$ cat src/rtl/hr_pkg.sv
// Shared types, widths and default tuning for the heart-rate sequencer.
package hr_pkg;

  typedef enum logic [1:0] {IDLE, ISSUE, WAIT, DETECT} hr_state_t;

  localparam int unsigned BPM_W      = 8;
  localparam int unsigned PEAK_CNT_W = 6;

  localparam int unsigned DEF_SAMPLE_W       = 10;
  localparam int unsigned DEF_WINDOW_SAMPLES = 3000;
  localparam int unsigned DEF_REFRACTORY     = 60;
  localparam int unsigned DEF_BPM_SHIFT      = 2;
  localparam int unsigned DEF_FILT_TIMEOUT   = 15;

  // Bits needed to hold values 0..max_val, never less than one.
  function automatic int unsigned cnt_w(int unsigned max_val);
    return (max_val < 2) ? 1 : $clog2(max_val + 1);
  endfunction

endpackage

$ cat src/rtl/heart_rate_sequencer_if.sv
// Sample capture and FIR step/result handshake seen by the sequencer.
interface heart_rate_sequencer_if #(
  parameter int unsigned SAMPLE_W = hr_pkg::DEF_SAMPLE_W
);

  logic                sample_valid;
  logic [SAMPLE_W-1:0] sample;
  logic                filt_en;
  logic [SAMPLE_W-1:0] filt_in;
  logic                filt_valid;
  logic [SAMPLE_W-1:0] filt_out;

  modport master (
    input  sample_valid, sample, filt_valid, filt_out,
    output filt_en, filt_in
  );

  modport slave (
    output sample_valid, sample, filt_valid, filt_out,
    input  filt_en, filt_in
  );

endinterface

$ cat src/rtl/beat_detector.sv
// Three-point peak test on the filtered stream with threshold and refractory gating.
module beat_detector
  import hr_pkg::*;
#(
  parameter int unsigned SAMPLE_W   = DEF_SAMPLE_W,
  parameter int unsigned REFRACTORY = DEF_REFRACTORY
) (
  input  logic                clk_i,
  input  logic                rst_ni,
  input  logic                shift_i,
  input  logic                eval_i,
  input  logic [SAMPLE_W-1:0] filt_i,
  input  logic [SAMPLE_W-1:0] threshold_i,
  output logic                beat_o
);

  localparam int unsigned RefW = cnt_w(REFRACTORY);

  logic [SAMPLE_W-1:0] y0_q, y0_d, y1_q, y1_d, y2_q, y2_d;
  logic [1:0]          primed_q, primed_d;
  logic [RefW-1:0]     refr_q, refr_d;
  logic                peak;

  always_comb begin
    // y1 is the candidate peak: strictly above the older point, not below the newer one.
    peak = (primed_q == 2'd3) && (y1_q > y2_q) && (y1_q >= y0_q) &&
           (y1_q >= threshold_i) && (refr_q == '0);
    beat_o   = eval_i & peak;
    y0_d     = y0_q;
    y1_d     = y1_q;
    y2_d     = y2_q;
    primed_d = primed_q;
    refr_d   = refr_q;
    if (shift_i) begin
      y0_d = filt_i;
      y1_d = y0_q;
      y2_d = y1_q;
      if (primed_q != 2'd3) primed_d = primed_q + 2'd1;
    end
    if (eval_i) begin
      if (peak)               refr_d = RefW'(REFRACTORY);
      else if (refr_q != '0)  refr_d = refr_q - 1'b1;
    end
  end

  always_ff @(posedge clk_i) begin
    if (!rst_ni) begin
      y0_q     <= '0;
      y1_q     <= '0;
      y2_q     <= '0;
      primed_q <= '0;
      refr_q   <= '0;
    end else begin
      y0_q     <= y0_d;
      y1_q     <= y1_d;
      y2_q     <= y2_d;
      primed_q <= primed_d;
      refr_q   <= refr_d;
    end
  end

endmodule

$ cat src/rtl/heart_rate_sequencer.sv
// Per-sample FIR sequencing, beat detection and windowed BPM publication.
module heart_rate_sequencer
  import hr_pkg::*;
#(
  parameter int unsigned SAMPLE_W       = DEF_SAMPLE_W,
  parameter int unsigned WINDOW_SAMPLES = DEF_WINDOW_SAMPLES,
  parameter int unsigned BPM_SHIFT      = DEF_BPM_SHIFT,
  parameter int unsigned REFRACTORY     = DEF_REFRACTORY,
  parameter int unsigned FILT_TIMEOUT   = DEF_FILT_TIMEOUT
) (
  input  logic                   clk,
  input  logic                   reset,
  heart_rate_sequencer_if.master hr_if,
  input  logic [SAMPLE_W-1:0]    threshold,
  output logic                   beat,
  output logic [BPM_W-1:0]       bpm,
  output logic                   bpm_valid,
  output logic                   busy,
  output logic                   overrun
);

  localparam int unsigned TmoW = cnt_w(FILT_TIMEOUT - 1);
  localparam int unsigned WinW = cnt_w(WINDOW_SAMPLES - 1);

  hr_state_t             state_q, state_d;
  logic [SAMPLE_W-1:0]   filt_in_q, filt_in_d;
  logic                  filt_en_q, filt_en_d;
  logic                  busy_q, busy_d;
  logic                  overrun_q, overrun_d;
  logic [TmoW-1:0]       tmo_q, tmo_d;
  logic [WinW-1:0]       win_q, win_d;
  logic [PEAK_CNT_W-1:0] peak_q, peak_d, peak_inc;
  logic [BPM_W-1:0]      bpm_q, bpm_d;
  logic [31:0]           scaled;
  logic                  shift, eval;

  assign shift = (state_q == WAIT) && hr_if.filt_valid;
  assign eval  = (state_q == DETECT);

  beat_detector #(
    .SAMPLE_W   (SAMPLE_W),
    .REFRACTORY (REFRACTORY)
  ) u_beat_detector (
    .clk_i       (clk),
    .rst_ni      (reset),
    .shift_i     (shift),
    .eval_i      (eval),
    .filt_i      (hr_if.filt_out),
    .threshold_i (threshold),
    .beat_o      (beat)
  );

  always_comb begin
    state_d   = state_q;
    filt_in_d = filt_in_q;
    tmo_d     = tmo_q;
    overrun_d = overrun_q;
    win_d     = win_q;
    peak_d    = peak_q;
    bpm_d     = bpm_q;
    bpm_valid = 1'b0;
    peak_inc  = peak_q;
    scaled    = '0;
    // Any sample arriving while a previous one is still in flight is lost.
    if (hr_if.sample_valid && (state_q != IDLE)) overrun_d = 1'b1;
    unique case (state_q)
      IDLE: begin
        if (hr_if.sample_valid) begin
          filt_in_d = hr_if.sample;
          state_d   = ISSUE;
        end
      end
      ISSUE: begin
        tmo_d   = '0;
        state_d = WAIT;
      end
      WAIT: begin
        if (hr_if.filt_valid) begin
          state_d = DETECT;
        end else if (tmo_q == TmoW'(FILT_TIMEOUT - 1)) begin
          overrun_d = 1'b1;
          state_d   = IDLE;
        end else begin
          tmo_d = tmo_q + 1'b1;
        end
      end
      DETECT: begin
        state_d = IDLE;
        if (beat && (peak_q != '1)) peak_inc = peak_q + 1'b1;
        if (win_q == WinW'(WINDOW_SAMPLES - 1)) begin
          scaled    = 32'(peak_inc) << BPM_SHIFT;
          bpm_d     = (scaled > 32'd255) ? '1 : scaled[BPM_W-1:0];
          bpm_valid = 1'b1;
          win_d     = '0;
          peak_d    = '0;
        end else begin
          win_d  = win_q + 1'b1;
          peak_d = peak_inc;
        end
      end
      default: state_d = IDLE;
    endcase
    filt_en_d = (state_d == ISSUE);
    busy_d    = (state_d != IDLE);
  end

  always_ff @(posedge clk) begin
    if (!reset) begin
      state_q   <= IDLE;
      filt_in_q <= '0;
      filt_en_q <= 1'b0;
      busy_q    <= 1'b0;
      overrun_q <= 1'b0;
      tmo_q     <= '0;
      win_q     <= '0;
      peak_q    <= '0;
      bpm_q     <= '0;
    end else begin
      state_q   <= state_d;
      filt_in_q <= filt_in_d;
      filt_en_q <= filt_en_d;
      busy_q    <= busy_d;
      overrun_q <= overrun_d;
      tmo_q     <= tmo_d;
      win_q     <= win_d;
      peak_q    <= peak_d;
      bpm_q     <= bpm_d;
    end
  end

  assign hr_if.filt_en = filt_en_q;
  assign hr_if.filt_in = filt_in_q;
  assign busy          = busy_q;
  assign overrun       = overrun_q;
  assign bpm           = bpm_q;

endmodule

$ cat src/flat_wrapper.sv
// flat-port wrapper written by rule: the top's interface ports become plain ports
module heart_rate_sequencer_flat import hr_pkg::*;
#(
  parameter int unsigned SAMPLE_W       = DEF_SAMPLE_W,
  parameter int unsigned WINDOW_SAMPLES = DEF_WINDOW_SAMPLES,
  parameter int unsigned BPM_SHIFT      = DEF_BPM_SHIFT,
  parameter int unsigned REFRACTORY     = DEF_REFRACTORY,
  parameter int unsigned FILT_TIMEOUT   = DEF_FILT_TIMEOUT
)
  (clk, reset, threshold, beat, bpm, bpm_valid, busy, overrun, hr_if_sample_valid, hr_if_sample, hr_if_filt_valid, hr_if_filt_out, hr_if_filt_en, hr_if_filt_in);
  heart_rate_sequencer_if #(.SAMPLE_W(SAMPLE_W)) hr_if_i ();
  input  logic clk;
  input  logic reset;
  input  logic [SAMPLE_W-1:0] threshold;
  output logic beat;
  output logic [BPM_W-1:0] bpm;
  output logic bpm_valid;
  output logic busy;
  output logic overrun;
  input wire logic [$bits(hr_if_i.sample_valid)-1:0] hr_if_sample_valid;
  input wire logic [$bits(hr_if_i.sample)-1:0] hr_if_sample;
  input wire logic [$bits(hr_if_i.filt_valid)-1:0] hr_if_filt_valid;
  input wire logic [$bits(hr_if_i.filt_out)-1:0] hr_if_filt_out;
  output wire logic [$bits(hr_if_i.filt_en)-1:0] hr_if_filt_en;
  output wire logic [$bits(hr_if_i.filt_in)-1:0] hr_if_filt_in;
  assign hr_if_i.sample_valid = hr_if_sample_valid;
  assign hr_if_i.sample = hr_if_sample;
  assign hr_if_i.filt_valid = hr_if_filt_valid;
  assign hr_if_i.filt_out = hr_if_filt_out;
  assign hr_if_filt_en = hr_if_i.filt_en;
  assign hr_if_filt_in = hr_if_i.filt_in;
  heart_rate_sequencer #(.SAMPLE_W(SAMPLE_W), .WINDOW_SAMPLES(WINDOW_SAMPLES), .BPM_SHIFT(BPM_SHIFT), .REFRACTORY(REFRACTORY), .FILT_TIMEOUT(FILT_TIMEOUT)) u_core (.clk(clk), .reset(reset), .hr_if(hr_if_i), .threshold(threshold), .beat(beat), .bpm(bpm), .bpm_valid(bpm_valid), .busy(busy), .overrun(overrun));
endmodule
$ cat config.mk
export PLATFORM = sky130hd
export DESIGN_NAME = heart_rate_sequencer_flat
export DESIGN_NICKNAME = d
export VERILOG_FILES = /design/src/rtl/hr_pkg.sv /design/src/rtl/heart_rate_sequencer_if.sv /design/src/rtl/beat_detector.sv /design/src/rtl/heart_rate_sequencer.sv /design/src/flat_wrapper.sv
export SDC_FILE = /design/constraint.sdc
export NUM_CORES = 1
export LEC_CHECK = 0
export BUFFER_PORTS_ARGS = -buffer_cell sky130_fd_sc_hd__buf_4
export CORE_AREA = 2 2 90 92
export DETAILED_ROUTE_END_ITERATION = 6
export DIE_AREA = 0 0 92 94
export GPL_TIMING_DRIVEN = 0
export HOLD_SLACK_MARGIN = 0.06
export PLACE_DENSITY = 0.76
export SLEW_MARGIN = 40
export SYNTH_ARGS = -nofsm -noshare
export SYNTH_HDL_FRONTEND = slang
export SYNTH_SLANG_ARGS = --single-unit
$ cat constraint.sdc
create_clock -name clk -period 2.8 [get_ports clk]
set_input_delay 0.56 -clock clk [delete_from_list [all_inputs] [get_ports clk]]
set_output_delay 0.56 -clock clk [all_outputs]
set_load 0.03 [all_outputs]
==> metrics.md, run 1 <==
| Metric | Value |
|---|---|
| Outcome | finished with violations |
| Failing checks | negative setup slack |
| Iter 0 DRT Violations | 201 |
| Placed Instances | 670 |
| Critical path buffers and inverters | 2 |
| Synth area leader | dfxtp_1 |
| FFs w/ async S/R, synth | 0 |
| Worst EP required | 2.24 ns |
| Placement Cell Area | 4700 sq um |
| Global-route wire length before repair | 16100 um |
| Arrival time at the worst endpoint | 2.24 ns |
| Top cells by area, synth | dfxtp_1 (39%), ha_1 (11%), nand2_1 (9.4%), a21oi_1 (7.5%), inv_1 (3.3%) |
| Avg Vias per Cell | 5.43 |
| Fraction of layout cells with a size suffix above 1 | 0.234 |
| Final worst clock skew | 0.00863 ns |
| R2R Path Start | u_core.u_beat_detector.y1_q[6]$_SDFFE_PN0P_ |
| Total power | 2280 uW |
| CTS H-Tree Depth | 3 |
| Fillcell total | 629 |
| R2R cell count | 10 |
| Num CTS Buffers | 9 |
| # IOs | 57 |
| Synth top area share | 0.390 |
| Startpoint types | flop |
| Clk root buf | clkbuf_8 |
| Worst hold margin | 0.448 ns |
| Seq cells post-synth | 81 |
| Worst VDD drop | 453 uV |
| Critical path type | flop to output port |
| Worst-Margin Slew | 0.655 ns |
| Grt ovf | 0 |
| Die Ht | 94 um |
| Max Clk Rate | 0.357 GHz |
| Cell count along the critical path | 9 |
| Worst Setup EP | beat |
| RD Place Congestion | 0.834 |
| Total clock sinks | 81 |
| Hold Path Depth | 3 |
| Fin crit share | 1.00 |
| Initial DRT Pass Iterations | 4 |
| Critical path endpoint category | output port |
| Worst-path maximum fanout | 2 |
| Die X | 92 um |
| Port Buffers | 54 |
| Crit path max-delay family | compound AO/OA/AOI/OAI gates |
| Hold Buf Count CTS | 0 |
| CTS tree | done |
| Post-synth EDFFs | 0 |
| Synthesized area | 4160 sq um |
| Initial Utilization | 0.546 |
| Non-Filler Instances | 697 |
| Area Overhead vs Synth | 24.9% |
| R2r endpoint | u_core.peak_q[2]$_SDFFE_PN0P_ |
| Top_reg_cell synth | dfxtp_1 |
| GRT Overall Usage | 0.233 |
| Largest net degree at the start of global routing | 14 |
| Crit path cell chain | inv_1 > ha_4 > nand4_1 > o21bai_4 > a31oi_4 > nor2_2 > nor4_2 > o21a_1 > buf_6 |
| # DRC | 0 |
| Clk_lat worst skew | 0.35 ns |
| Max-slew violation count | 0 |
| Vias in the first global route | 3598 |
| Clk pin slew, worst setup/hold paths | 0.08 ns |
| Syn Area/Cell | 8.10 sq um |
| Detailed Place HPWL | 6710 um |
| Finished Cell Area | 5190 sq um |
| Core area | 7610 sq um |
| Pleak | 0.00208 uW |
| Ant diodes | 0 |
| Routed WL | 9880 um |
| Min cycle time layout | 2.80 ns |
| Hold Crit Class | input pin to flop |
| Initial antenna violation count | 0 |
| Setup slack, reg-to-reg | 0.25 ns |
| Power density cells | 439 nW/um^2 |
| Sequential-to-total area share from yosys stat | 0.390 |
| Yosys warnings | 0 |
| Fin nets | 661 |
| FP Rows | 32 |
| Slowest cell on the critical path | dfxtp_2 |
| Fin. Hold Viols | 0 |
| RSZ-0062 raised after global routing | true |
| Max incr delay on CP | 0.34 ns |
| Antenna violation net count after detailed routing | 0 |
| Max Cap Viol | 0 |
| Pre-CTS setup slack | -0.0946 ns |
| CTS Buffer Depth | 2 |
| Area of the multi-input gates | 2470 sq um |
| Endpoints failing setup | 1 |
| Reg area | 1660 sq um |
| Setup ws final | -0.000362 ns |
| Max_slew headroom | 0.561 |
| Wire per inst | 14.2 um |
| Yosys cell types | 57 |
| Critical path origin | u_core.u_beat_detector.y2_q[4]$_SDFFE_PN0P_ |
| Die ar. | 8650 sq um |
| Vias | 3785 |
| Post-Synthesis Cells | 513 |
## sequential cells by signal, summed over array words and instances (netlist names), 6 cells and up
| register | cells |
|---|---|
| u_core.u_beat_detector.y0_q | 10 |
| u_core.win_q | 12 |
| u_core.peak_q | 6 |
| u_core.u_beat_detector.refr_q | 6 |
| u_core.hr_if.filt_in | 10 |
| u_core.u_beat_detector.y2_q | 10 |
| u_core.bpm | 6 |
| u_core.u_beat_detector.y1_q | 10 |
## metal layers
layer  global-route usage  routed length, um  up-vias
met5                    0                  0        -
met4               0.0784                146        0
met3               0.0449                535       12
met2                0.404               4700      101
met1                0.292               4500     1773
li1                     -                  -     1899
## per-stage QoR
stage          utilization   TNS (ns)
6_report             0.683  -0.000362
5_1_grt              0.683     -0.124
4_1_cts              0.661          0
3_5_place_dp         0.618    -0.0946
3_3_place_gp         0.617    -0.0968
2_1_floorplan            -          0
## final cells by class
| cell class | instances | area share |
|---|---|---|
| Buffer | 21 | 0.0198 |
| Sequential cell | 81 | 0.319 |
| Clock buffer | 10 | 0.0246 |
| Inverter | 36 | 0.0260 |
| Tap cell | 102 | 0.0246 |
| Timing Repair Buffer | 68 | 0.0990 |
| Clock inverter | 5 | 0.0108 |
| Multi-Input combinational cell | 374 | 0.476 |
## cell usage after synthesis, drive strengths merged, types with 3 or more instances
cell type  number
nand2         104
dfxtp          81
a21oi          62
ha             36
inv            36
nor2           36
nand3          15
clkbuf         13
o21ai          11
buf            10
nand4           9
xor2            9
nand2b          8
nor3            8
and3            6
o21a            6
xnor2           6
a211oi          5
and2            4
mux2i           4
nor2b           4
or3             4
a21o            3
a31oi           3
nand3b          3
## worst min-delay path, stage by stage
cell and delay (ns):
buf_4 0.10, nand2_1 0.04, a21oi_1 0.05
## placed cells by master (no fill, tap or decap), drive strengths merged, types with 2 or more instances in the layout
cell type	Yosys	final
and3	6	6
nand3b	3	3
or4	2	2
nor4	2	2
nor3b	2	2
nand2	104	104
o21ai	11	11
and4	2	2
a211oi	5	5
or3	4	4
nor2b	4	4
a21oi	62	62
clkinv	0	2
mux2i	4	4
a41oi	2	2
nor3	8	8
nand4	9	9
conb	1	2
clkbuf	13	21
ha	36	36
a21o	3	3
o21bai	2	2
dfxtp	81	81
buf	10	78
xor2	9	9
nor2	36	36
and2	4	4
inv	36	37
xnor2	6	6
mux2	2	2
o22ai	2	2
a31oi	3	3
nand3	15	15
nand2b	8	8
o21a	6	6
## how the worst min path moves through the flow
stage / start / to / slack (ns)
2_1_floorplan: u_core.u_beat_detector.y2_q[1]$_SDFFE_PN0P_ / u_core.u_beat_detector.y2_q[1]$_SDFFE_PN0P_ / 0.44
3_3_place_gp: u_core.hr_if.filt_in[1]$_SDFFE_PN0P_ / u_core.hr_if.filt_in[1]$_SDFFE_PN0P_ / 0.44
3_5_place_dp: u_core.u_beat_detector.y2_q[3]$_SDFFE_PN0P_ / u_core.u_beat_detector.y2_q[3]$_SDFFE_PN0P_ / 0.45
4_1_cts: hr_if_filt_out[7] / u_core.u_beat_detector.y0_q[7]$_SDFFE_PN0P_ / 0.44
5_1_grt: hr_if_sample[2] / u_core.hr_if.filt_in[2]$_SDFFE_PN0P_ / 0.45
6_report: hr_if_filt_out[1] / u_core.u_beat_detector.y0_q[1]$_SDFFE_PN0P_ / 0.45
## cell families after synthesis
logic type	count (synthesis)	synth area share
compound gates	104	0.156
fa+ha+maj	36	0.108
xor+xnor	15	0.0316
flops	81	0.390
mux	6	0.0151
other cells	1	0.000902
buf+inv	59	0.0584
simple gates	211	0.239
## power breakdown
group / leakage, uW / total (uW) / switching, uW / internal [uW]
clock: 0.0000925 / 831 / 423 / 408
combinational: 0.00133 / 258 / 152 / 105
sequential: 0.000664 / 1190 / 17.5 / 1170
total: 0.00208 / 2280 / 593 / 1680
## timing repair
action | 4_1_cts | 5_1_grt
buffers inserted | 7 | 7
pin swaps | 6 | 12
setup endpoints to repair | 2 | 2
resized for setup | 24 | 19
(Power assumes the default switching activity.)
==> run 2: changes to the inputs <==
- CORE_AREA: 2 2 90 92 -> 2 2 132 134
- CTS_BUF_LIST: default -> sky130_fd_sc_hd__clkbuf_4 sky130_fd_sc_hd__clkbuf_8 sky130_fd_sc_hd__clkbuf_16
- DIE_AREA: 0 0 92 94 -> 0 0 134 136
- PLACE_DENSITY: 0.76 -> 0.41
- clock period: 2.8 -> 3.05 ns (I/O delays scaled with it)
==> run 2 against run 1 <==
Net effect: the run now ends clean; combinational power decreased by 9.7%; register-to-register slack improved by 0.26 ns; critical path depth increased by 1; power increased by 3.4%; critical endpoint unchanged; clock power increased by 23%; critical path type is now input pin to output port; flip-flop and latch count unchanged.
==> metrics.md, run 2 (same netlist as run 1, synthesis figures left out) <==
| Metric | Value |
|---|---|
| Worst VDD drop | 289 uV (-36%) |
| RD Place Congestion | 0.760 (-8.9%) |
| Vias | 3624 (-4.3%) |
| Setup ws final | 0.0858 ns (+0.0862 ns) |
| DR WL met2 | 4800 um (+2.2%) |
| Area Overhead vs Synth | 26.3% |
| Grt ovf | 0 (unchanged) |
| Top sig layer | met4 |
| Iter 0 DRT Violations | 115 (-43%) |
| Placed Instances | 793 (+18%) |
| Global-route wire length before repair | 17000 um (+5.4%) |
| Vias in the first global route | 3529 (-1.9%) |
| Critical path type | input pin to output port |
| CTS H-Tree Depth | 3 (unchanged) |
| Antenna violation net count after detailed routing | 0 (unchanged) |
| Startpoint types | input pin |
| Detailed Place HPWL | 7760 um (+16%) |
| Max incr delay on CP | 0.32 ns (-0.02 ns) |
| Wire per inst | 12.8 um (-9.7%) |
| Crit path cell chain | buf_4 > inv_1 > ha_1 > nand4_1 > a211oi_2 > a2111o_1 > nor2_2 > nor4_4 > o21a_1 > buf_4 |
| Initial DRT Pass Iterations | 4 (unchanged) |
| Setup_tns | 0 ns (+0.000362 ns) |
| Fraction of layout cells with a size suffix above 1 | 0.203 (-0.0302) |
| Critical path origin | threshold[7] |
| Hold Path Sink | u_core.u_beat_detector.y2_q[9]$_SDFFE_PN0P_ |
| # IOs | 57 (unchanged) |
| Routed WL | 10400 um (+4.9%) |
| Total clock sinks | 81 (unchanged) |
| Min cycle time layout | 2.96 ns |
| Setup slack, reg-to-reg | 0.51 ns (+0.26 ns) |
| RSZ-0062 raised after global routing | true |
| Avg Vias per Cell | 4.47 (-18%) |
| Biggest register | u_core.win_q |
| Max reg flops | 12 (unchanged) |
| Critical path endpoint category | output port |
| Hold Path Depth | 2 (-1) |
| Core area | 16900 sq um (+120%) |
| Power density cells | 448 nW/um^2 (+2.2%) |
| Non-Filler Instances | 810 (+16%) |
| Most frequent cells in the layout | nand2_1 (104), dfxtp_1 (73), buf_4 (62), a21oi_1 (62), inv_1 (36) |
| R2r endpoint | u_core.peak_q[2]$_SDFFE_PN0P_ |
| Die Ht | 136 um (+45%) |
| Port Buffers | 54 (unchanged) |
| Clk root buf | clkbuf_16 |
| Worst hold margin | 0.455 ns (+0.00668 ns) |
| # DRC | 0 (unchanged) |
| Hold Buf Count CTS | 0 (unchanged) |
| CTS tree | done |
| Endpoints failing setup | 0 (-1) |
| CTS Buffer Depth | 2 (unchanged) |
| Fin nets | 650 (-1.7%) |
| Largest net degree at the start of global routing | 14 (unchanged) |
| Ant diodes | 0 (unchanged) |
| Max Cap Viol | 0 (unchanged) |
| R2R Path Start | u_core.u_beat_detector.y1_q[9]$_SDFFE_PN0P_ |
| Pleak | 0.00208 uW (-0.30%) |
| Arrival time at the worst endpoint | 2.35 ns (+0.11 ns) |
| Final worst clock skew | 0.00515 ns (-0.00348 ns) |
| DRT met1 WL | 5010 um (+11%) |
| Clk_lat worst skew | 0.34 ns (about the same) |
| Worst EP required | 2.44 ns (+0.20 ns) |
| Max-slew violation count | 0 (unchanged) |
| Pre-CTS setup slack | -0.147 ns (-0.0522 ns) |
| CP most frequent cell | buf_4 |
| Hold Crit Class | flop to flop |
| Max_slew headroom | 0.538 (-0.0234) |
| Slowest cell on the critical path | nor4_4 |
| Origin of the worst min-delay path | u_core.u_beat_detector.y2_q[9]$_SDFFE_PN0P_ |
| Placement Cell Area | 4850 sq um (+3.3%) |
| GRT Overall Usage | 0.119 (-0.114) |
| Finished Cell Area | 5250 sq um (+1.1%) |
| Worst-path maximum fanout | 2 (unchanged) |
| Fillcell total | 1790 (+180%) |
| Fin crit share | 0.972 |
| Outcome | finished, final reports clean |
| R2R cell count | 8 (-2) |
| Worst-Margin Slew | 0.690 ns (+0.0349 ns) |
| Die X | 134 um (+46%) |
| Initial Utilization | 0.246 (-0.300) |
| Max Clk Rate | 0.337 GHz |
| Fin. Hold Viols | 0 (unchanged) |
| Initial antenna violation count | 0 (unchanged) |
| Most common cell after layout, fill and taps aside | nand2_1 |
| Met3 wirelength from detailed routing | 303 um (-43%) |
| Clk pin slew, worst setup/hold paths | 0.06 ns (-0.02 ns) |
| FP Rows | 48 (+50%) |
| Num CTS Buffers | 9 (unchanged) |
| Die ar. | 18200 sq um (+110%) |
run 2: cell types whose count changed in the layout (fill, tap and decap cells not counted), moves of 2 or more:
cell       delta
dfxtp_2       +2
dfxtp_1       +5
ha_4          -7
buf_4        -11
ha_1          +7
dfxtp_4       -7
clkbuf_16     +9
clkbuf_4      +2
clkbuf_8      -8
run 2: power breakdown:
part | internal [uW] | switching (uW)
combinational | 93.5 | 140
clock | 580 | 442
sequential | 1080 | 16.7
total | 1760 | 598
run 2: per-stage QoR:
step / util / power [uW]
floorplan: - / 1260
global placement: 0.287 / 1350
detailed placement: 0.288 / 1360
CTS: 0.305 / 2400
global route: 0.311 / 2470
finish: 0.311 / 2350
run 2: layout make-up:
| cell class | count | area [sq um] | share of cell area |
|---|---|---|---|
| clock inverters | 5 | 31.3 | 0.00596 |
| plain buffers | 21 | 103 | 0.0195 |
| flip-flops and latches | 81 | 1630 | 0.311 |
| repair buffers | 57 | 428 | 0.0815 |
| clock buffers | 11 | 246 | 0.0469 |
| well taps | 225 | 282 | 0.0536 |
| multi-input cells | 374 | 2390 | 0.456 |
| inverters | 36 | 135 | 0.0257 |
run 2: timing repair:
| item | 4_1_cts | 5_1_grt |
|---|---|---|
| pin swaps | 2 | 5 |
| endpoints found under the setup margin | 2 | 2 |
| setup buffers | 1 | 2 |
| resized for setup | 4 | 21 |
| endpoints found under the hold margin | 0 | 0 |
run 2: critical path, delay by kind of cell:
kind / cells / cell delay [ns]
simple gates: 3 / 0.59
fa+ha+maj: 1 / 0.28
buf+inv: 3 / 0.28
compound gates: 3 / 0.61
run 2: metal layers:
metal | vias to the layer above | global-route usage
met5 | - | 0
met4 | 0 | 0.0567
met2 | 50 | 0.197
met1 | 1680 | 0.150
met3 | 14 | 0.0220
li1 | 1880 | -
run 2: how the worst max path moves through the flow:
stage,to,slack [ns],cells past startpoint
floorplan,beat,0.37,7
global placement,beat,-0.14,9
detailed placement,beat,-0.15,9
CTS,beat,-0.11,8
global route,beat,-0.02,9
finish,beat,0.09,10
